<file path="config.mk">
export PLATFORM = sky130hd
export DESIGN_NAME = vga_line_feeder
export DESIGN_NICKNAME = d
export VERILOG_FILES = /design/src/rtl/vga_line_feeder.sv
export SDC_FILE = /design/constraint.sdc
export NUM_CORES = 1
export LEC_CHECK = 0
export CAP_MARGIN = 20
export CORE_MARGIN = 2
export CORE_UTILIZATION = 54
export CTS_CLUSTER_DIAMETER = 60
export DETAILED_ROUTE_END_ITERATION = 10
export PLACE_DENSITY = 0.95
export SYNTH_ARGS = -nofsm -noshare
export SYNTH_HDL_FRONTEND = slang
export SYNTH_SLANG_ARGS = --single-unit
</file>
<file path="constraint.sdc">
create_clock -name CLK -period 3.09 [get_ports CLK]
set_input_delay 0.618 -clock CLK [delete_from_list [all_inputs] [get_ports CLK]]
set_output_delay 0.618 -clock CLK [all_outputs]
set_load 0.05 [all_outputs]
</file>
<file path="src/rtl/vga_line_feeder.sv">
// rtl/vga_line_feeder.sv - pulls one scanline of pixels per line-end and feeds the VGA line buffer
module vga_line_feeder #(
    parameter int WIDTH  = 1024,
    parameter int HEIGHT = 768,
    parameter int DATA_W = 12
) (
    input  logic              CLK,
    input  logic              RST_N,
    input  logic              lineend_in,
    input  logic              s_valid,
    input  logic [DATA_W-1:0] s_data,
    output logic              s_ready,
    output logic [10:0]       x,
    output logic [11:0]       y,
    output logic [DATA_W-1:0] data_out,
    output logic              wr_en,
    output logic              line_done,
    output logic              frame_start,
    output logic              underrun
);

    localparam logic [10:0] COL_LAST = 11'(WIDTH - 1);
    localparam logic [11:0] Y_LAST   = 12'(HEIGHT - 1);

    typedef enum logic {IDLE, FILL} state_t;

    state_t      state, state_nx;
    logic [10:0] col, col_nx;
    logic [11:0] y_nx, y_inc;
    logic        lineend_q;
    logic        rise, xfer, last;
    logic        fs_nx, ur_nx;

    always_comb begin
        rise     = lineend_in & ~lineend_q;
        xfer     = s_valid & s_ready;
        last     = xfer & (col == COL_LAST);
        y_inc    = (y == Y_LAST) ? 12'd0 : y + 12'd1;
        state_nx = state;
        col_nx   = col;
        y_nx     = y;
        fs_nx    = 1'b0;
        ur_nx    = underrun;
        case (state)
            IDLE: begin
                if (rise) begin
                    state_nx = FILL;
                    col_nx   = 11'd0;
                    fs_nx    = (y == 12'd0);
                end
            end
            FILL: begin
                // A line-end always closes the line; it only counts as underrun if the last pixel missed it
                if (last || rise) begin
                    y_nx     = y_inc;
                    col_nx   = 11'd0;
                    state_nx = rise ? FILL : IDLE;
                    fs_nx    = rise & (y_inc == 12'd0);
                    ur_nx    = underrun | (rise & ~last);
                end else if (xfer) begin
                    col_nx = col + 11'd1;
                end
            end
            default: state_nx = IDLE;
        endcase
    end

    always_ff @(posedge CLK or negedge RST_N) begin
        if (!RST_N) begin
            state       <= IDLE;
            col         <= 11'd0;
            y           <= 12'd0;
            lineend_q   <= 1'b0;
            s_ready     <= 1'b0;
            x           <= 11'd0;
            data_out    <= '0;
            wr_en       <= 1'b0;
            line_done   <= 1'b0;
            frame_start <= 1'b0;
            underrun    <= 1'b0;
        end else begin
            state       <= state_nx;
            col         <= col_nx;
            y           <= y_nx;
            lineend_q   <= lineend_in;
            s_ready     <= (state_nx == FILL);
            wr_en       <= xfer;
            line_done   <= last;
            frame_start <= fs_nx;
            underrun    <= ur_nx;
            if (xfer) begin
                x        <= col;
                data_out <= s_data;
            end
        end
    end

endmodule

</file>
Yosys cells after proc, flatten, opt, wreduce, memory -nomap -nowiden
Cells that the tools add are included.
{"block": "totals", "word_cells": 41, "input_bits": 16, "reg_bits": 52}
{"block": "classes", "n_eq_ne": 4, "muxes": 11, "reduce_logical": 5, "addsub": 2, "bitwise_logic": 9}
{"operator": "11-bit two-way mux", "n": 3}
{"operator": "12-bit logical NOT", "n": 2}
{"operator": "11-bit one-hot mux with 2 select lines", "n": 1}
{"operator": "12-bit by 1-bit adder with 12-bit output (second input constant)", "n": 1}
{"operator": "12-bit by 10-bit == test with 1-bit output (second input constant)", "n": 1}
{"operator": "12-bit two-way mux", "n": 1}
{"operator": "11-bit by 1-bit adder with 11-bit output (second input constant)", "n": 1}
{"operator": "11-bit by 10-bit == test with 1-bit output (second input constant)", "n": 1}
{"operator": "1-bit AND", "n": 5}
{"operator": "1-bit two-way mux", "n": 4}
{"operator": "1-bit one-hot mux with 2 select lines", "n": 2}
{"operator": "2-bit AND reduction", "n": 2}
{"operator": "3-bit by 1-bit != test with 1-bit output (second input constant)", "n": 1}
{"operator": "1-bit NOT", "n": 3}
{"operator": "2-bit != test (second input constant)", "n": 1}
{"operator": "1-bit logical OR", "n": 1}
{"operator": "1-bit bitwise OR", "n": 1}

Longest topological paths before layout
{"block": "depth", "ltp_word": 6, "mapped_depth": 7, "ltp_nobuf": 6}

Worst setup path after synthesis
Ideal clock, no wire load.
{"block": "synth_path", "path_type": "reg-to-reg", "startpoint": "register y[0]", "endpoint": "register frame_start", "t_arrival_ps": 2193, "slack_ps": 823, "required_time_ps": 3016, "path_stages_with_launch": 7, "path_buffers": 0, "path_cell_list": "dfrtp_1 ha_1 nand4_1 or4b_4 a2111oi_4 o211ai_1 o21ai_2"}
{"block": "synth_via", "elab_chain_len": 6}
{"item": "start, declared", "line_no": "14", "rtl": "output logic [11:0] y,"}
{"item": "start signal, assigned", "line_no": "84", "rtl": "y <= y_nx;"}
{"item": "12-bit by 1-bit adder with 12-bit output / 12-bit by 10-bit == test with 1-bit output (equally long branches)", "line_no": "38", "rtl": "y_inc = (y == Y_LAST) ? 12'd0 : y + 12'd1;"}
{"item": "12-bit two-way mux", "line_no": "38"}
{"item": "12-bit logical NOT", "line_no": "58", "rtl": "fs_nx = rise & (y_inc == 12'd0);"}
{"item": "1-bit AND", "line_no": "58"}
{"item": "1-bit two-way mux", "line_no": "54", "rtl": "if (last || rise) begin"}
{"item": "1-bit one-hot mux with 2 select lines *", "line_no": "44", "rtl": "case (state)"}
{"item": "via fs_nx", "line_no": "32", "rtl": "logic fs_nx, ur_nx;"}
{"item": "end signal, assigned", "line_no": "89", "rtl": "frame_start <= fs_nx;"}
{"item": "end, declared", "line_no": "18", "rtl": "output logic frame_start,"}
The timed path passes the listed nets; every way through them passes the cells marked *.
A chain may end at the register's enable or synchronous reset.

Worst setup path after layout
{"block": "layout_path", "startpoint": "register y[3]", "endpoint": "output port y[3]"}
No word-level cell between the ends.

==> results summary <==
The internal power is 1.238 mW. For the worst flop-to-flop path, the logic depth is 6. The clock tree from TritonCTS is built. The delay of the slowest cell on the worst path came out at 0.88 ns. At the later pin of the worst-skew pair, clock insertion delay measures 0.31 ns. The mean number of vias per cell came out at 6.130. The wire length after detailed routing is 5.609 mm.

The wire length per cell is 16.95 um. Net switching is 35.48% of the power. The total grt overflow came out at 0. The synthesized net count is 244. The first-pass iteration count of the detailed router came out at 4.

For this design the top-level I/O count stands at 56. Setup repair after global routing left no endpoint under its margin. The count of state elements after synthesis came out at 52. In this run the critical register-to-register path is launched from col[1]$_DFFE_PN0P_. The maximum number of pins on one net before global-route repair is 53. Tracing the worst setup path back leads to its startpoint at y[3]$_DFFE_PN0P_. The number of antenna-violating nets in the routed design is 0. The actual transition at the worst max-transition pin came out at 0.5875 ns. The critical path required time came out at 2.47 ns. The area of the die came out at 5204 um^2. The library cell used most frequently in the layout, excluding fill and tap cells, is clkdlybuf4s50_1. The design draws 1.919 mW. The highest clock frequency the design can meet came out at 418.9 MHz. The cell area power density is 595.5 nW/um^2. Cells with a size suffix above 1 make up 16.85% of the layout.

On the critical path the largest part of the delay comes from buffers and inverters. The DRC marker count from the first detailed-route iteration came out at 155. Sorting the synthesized cells by area gives the leading types as dfrtp_1, mux2_2, nand2_1. The starting density of the core is 56.80%. The final max-slew violation count came out at 0.

STA classifies the critical path endpoint as an output pin. The number of clock sinks came out at 52. The net load switching power came out at 0.6809 mW. The clock transition at the registers of the reported paths is 0.09 ns. The clock network fraction of total power came out at 25.3%. The min-delay analysis places its worst path in the category primary input to asynchronous set/reset pin.

The weighted congestion at the end of routability-driven global placement is 0.8735. In the layout the commonest cells are clkdlybuf4s50_1, dfrtp_1, nand2_1. The mean area per synthesized cell is 11.14 um^2. The count of buffers inserted at the top-level ports is 55. The final worst clock skew came out at 0.003621 ns. The nature of the critical path startpoint is a flop. Summed over all cells, the static leakage comes to 1.350 nW. In this run the core area contains 24 standard-cell rows.

The number of buffers and inverters on the critical path is 1. The share of power burned in registers is 44.6%. The logic depth of the worst setup path including buffers came out at 1. Among all stages on the critical path, the largest delay is contributed by clkdlybuf4s50_1. The final count of hold timing violations was 0. The maximum fanout along the worst path is 11. The number of antenna violations at the first check in global routing is 0. In the synthesized netlist the async set-or-reset flop fraction comes to 100.0%.

Data arrives at the worst endpoint at 1.77 ns. The share of total power dissipated in combinational logic is 30.1%. The number of global-route vias before repair is 1885. Counting along the longest clock path gives a buffer depth of 2. The vertical die dimension is 72.14 um.

The cell accounting for the most synthesized area is dfrtp_1. The cell at the root of the clock tree is clkbuf_8. The type of the worst setup path is flop to output pin.

The worst supply voltage drop on vdd came out at 0.3976 mV. The portion of the clock cycle consumed by the worst path in the final layout came out at 77.26%. The post-synthesis cell count is 225.

Across the run, the number of max-cap violations was 0. Subtracting the final worst setup slack from the clock period gives 2.387 ns. The global-route total usage across every layer came out at 22.47%.

The number of enable-type register cells in the synthesized netlist is 0. In this run the tightest slew margin relative to its limit is 60.73%. The post-CTS setup-driven buffer insertion count is 0.

The number of buffers created by CTS is 5. The H-tree depth reported by CTS came out at 2. The synthesized netlist contains 48 unique library cells. The most used flip-flop cell after synthesis is dfrtp_1. The total negative setup slack is 0 ns.

The post-synthesis instance area came out at 2507 um^2. In the routed design, unresolved DRC markers number 0. In this run, post-CTS repair resized a total of 0 instances. The width of the die came out at 72.14 um. The total inserted antenna cells came out at 0. The number of hold buffers added after CTS was 0. The post-DP HPWL came out at 3.829 mm. The floorplan step defined a core boundary enclosing 4414 um^2. The first-pass GRT wire length came out at 9.080 mm. Compared with the post-synthesis result, the final layout area differs by 28.54%.

The critical path goes through clkdlybuf4s50_1. The number of warnings reported in the yosys synthesis log is 0. The number of endpoints failing setup at the final stage is 0. The post-route worst hold slack is 0.2210 ns. The routed layout has 2029 vias. The proportion of synthesized chip area in sequential cells is 51.90%. The fraction of post-synthesis cell area in the top cell type by area came out at 51.90%. For this run, the post-layout net count is 297.

The flow ran to the end, and the final reports show no timing, DRC or antenna violations.
==> path summary, 6_finish.rpt <==
kind                                        end  slack [ns]
max in group asynchronous      y[7]$_DFFE_PN0P_        2.35
setup reg to reg               y[9]$_DFFE_PN0P_        0.81
min in group CLK           underrun$_DFFE_PN0P_        0.50
hold / removal                 x[7]$_DFFE_PN0P_        0.22
setup / recovery                           y[3]        0.70
hold reg to reg            underrun$_DFFE_PN0P_        0.50
==> final cells by class <==
class / instances / area [um^2]
clock buffers: 6 / 82.58
clock inverters: 2 / 38.79
fillers: 310 / 1191
inverters: 6 / 22.52
multi-input cells: 155 / 1132
flip-flops and latches: 52 / 1301
well taps: 52 / 65.06
repair buffers: 58 / 580.6
==> per-stage QoR <==
stage	cell area, um^2	util [%]	std cells	worst slack [ns]
after floorplan	2507	-	225	0.8229
after global placement	3074	69.64	321	0.3242
after detailed placement	3074	69.64	321	0.1879
after CTS	3196	72.39	329	0.5033
after global routing	3223	73.02	331	0.5855
final	3223	73.02	331	0.7026
==> synth_stat cells (3+ instances only) <==
library cell  instances
a21oi_1               6
nand2b_1              4
nor2_1               12
o31ai_1               3
nand2_1              25
xor2_1                4
nor4_1                3
a31oi_1               6
nand4_1               6
a41oi_1               3
nand3_1               4
clkbuf_1              6
ha_1                  3
nor3_1                4
buf_2                 5
inv_1                 6
o21ai_0              10
mux2_2               24
dfrtp_1              52
xnor2_1               6
==> registers in the layout, indices dropped and copies added, names as in the netlist <==
register	count
lineend_q	1
col	11
x	11
y	12
frame_start	1
line_done	1
wr_en	1
underrun	1
data_out	12
state	1
==> cells by family after synthesis <==
group | after synthesis | share of synthesized area [%]
and+or+nand+nor | 74 | 16.57
DFF | 52 | 51.90
AOI/OAI and AO/OA | 43 | 12.43
muxes | 25 | 11.18
buffers and inverters | 18 | 2.944
xor gates and xnor gates | 10 | 3.493
adders and majority gates | 3 | 1.497
==> power by group through the flow <==
| stage | sequential [mW] | clock, mW | combinational [mW] |
|---|---|---|---|
| finish | 0.857 | 0.485 | 0.577 |
| detailed placement | 0.869 | 0 | 0.571 |
| global route | 0.872 | 0.526 | 0.612 |
| CTS | 0.857 | 0.493 | 0.574 |
| floorplan | 1.04 | 0 | 0.209 |
| global placement | 0.862 | 0 | 0.559 |
==> metal layers <==
layer	up-vias	GRT usage, %	wire, um
li1	921	-	-
met1	983	29.29	2301
met2	109	37.31	2732
met3	16	5.139	451
met4	0	7.338	123
met5	-	0	0
No activity file was read; power rests on OpenSTA's default activity.
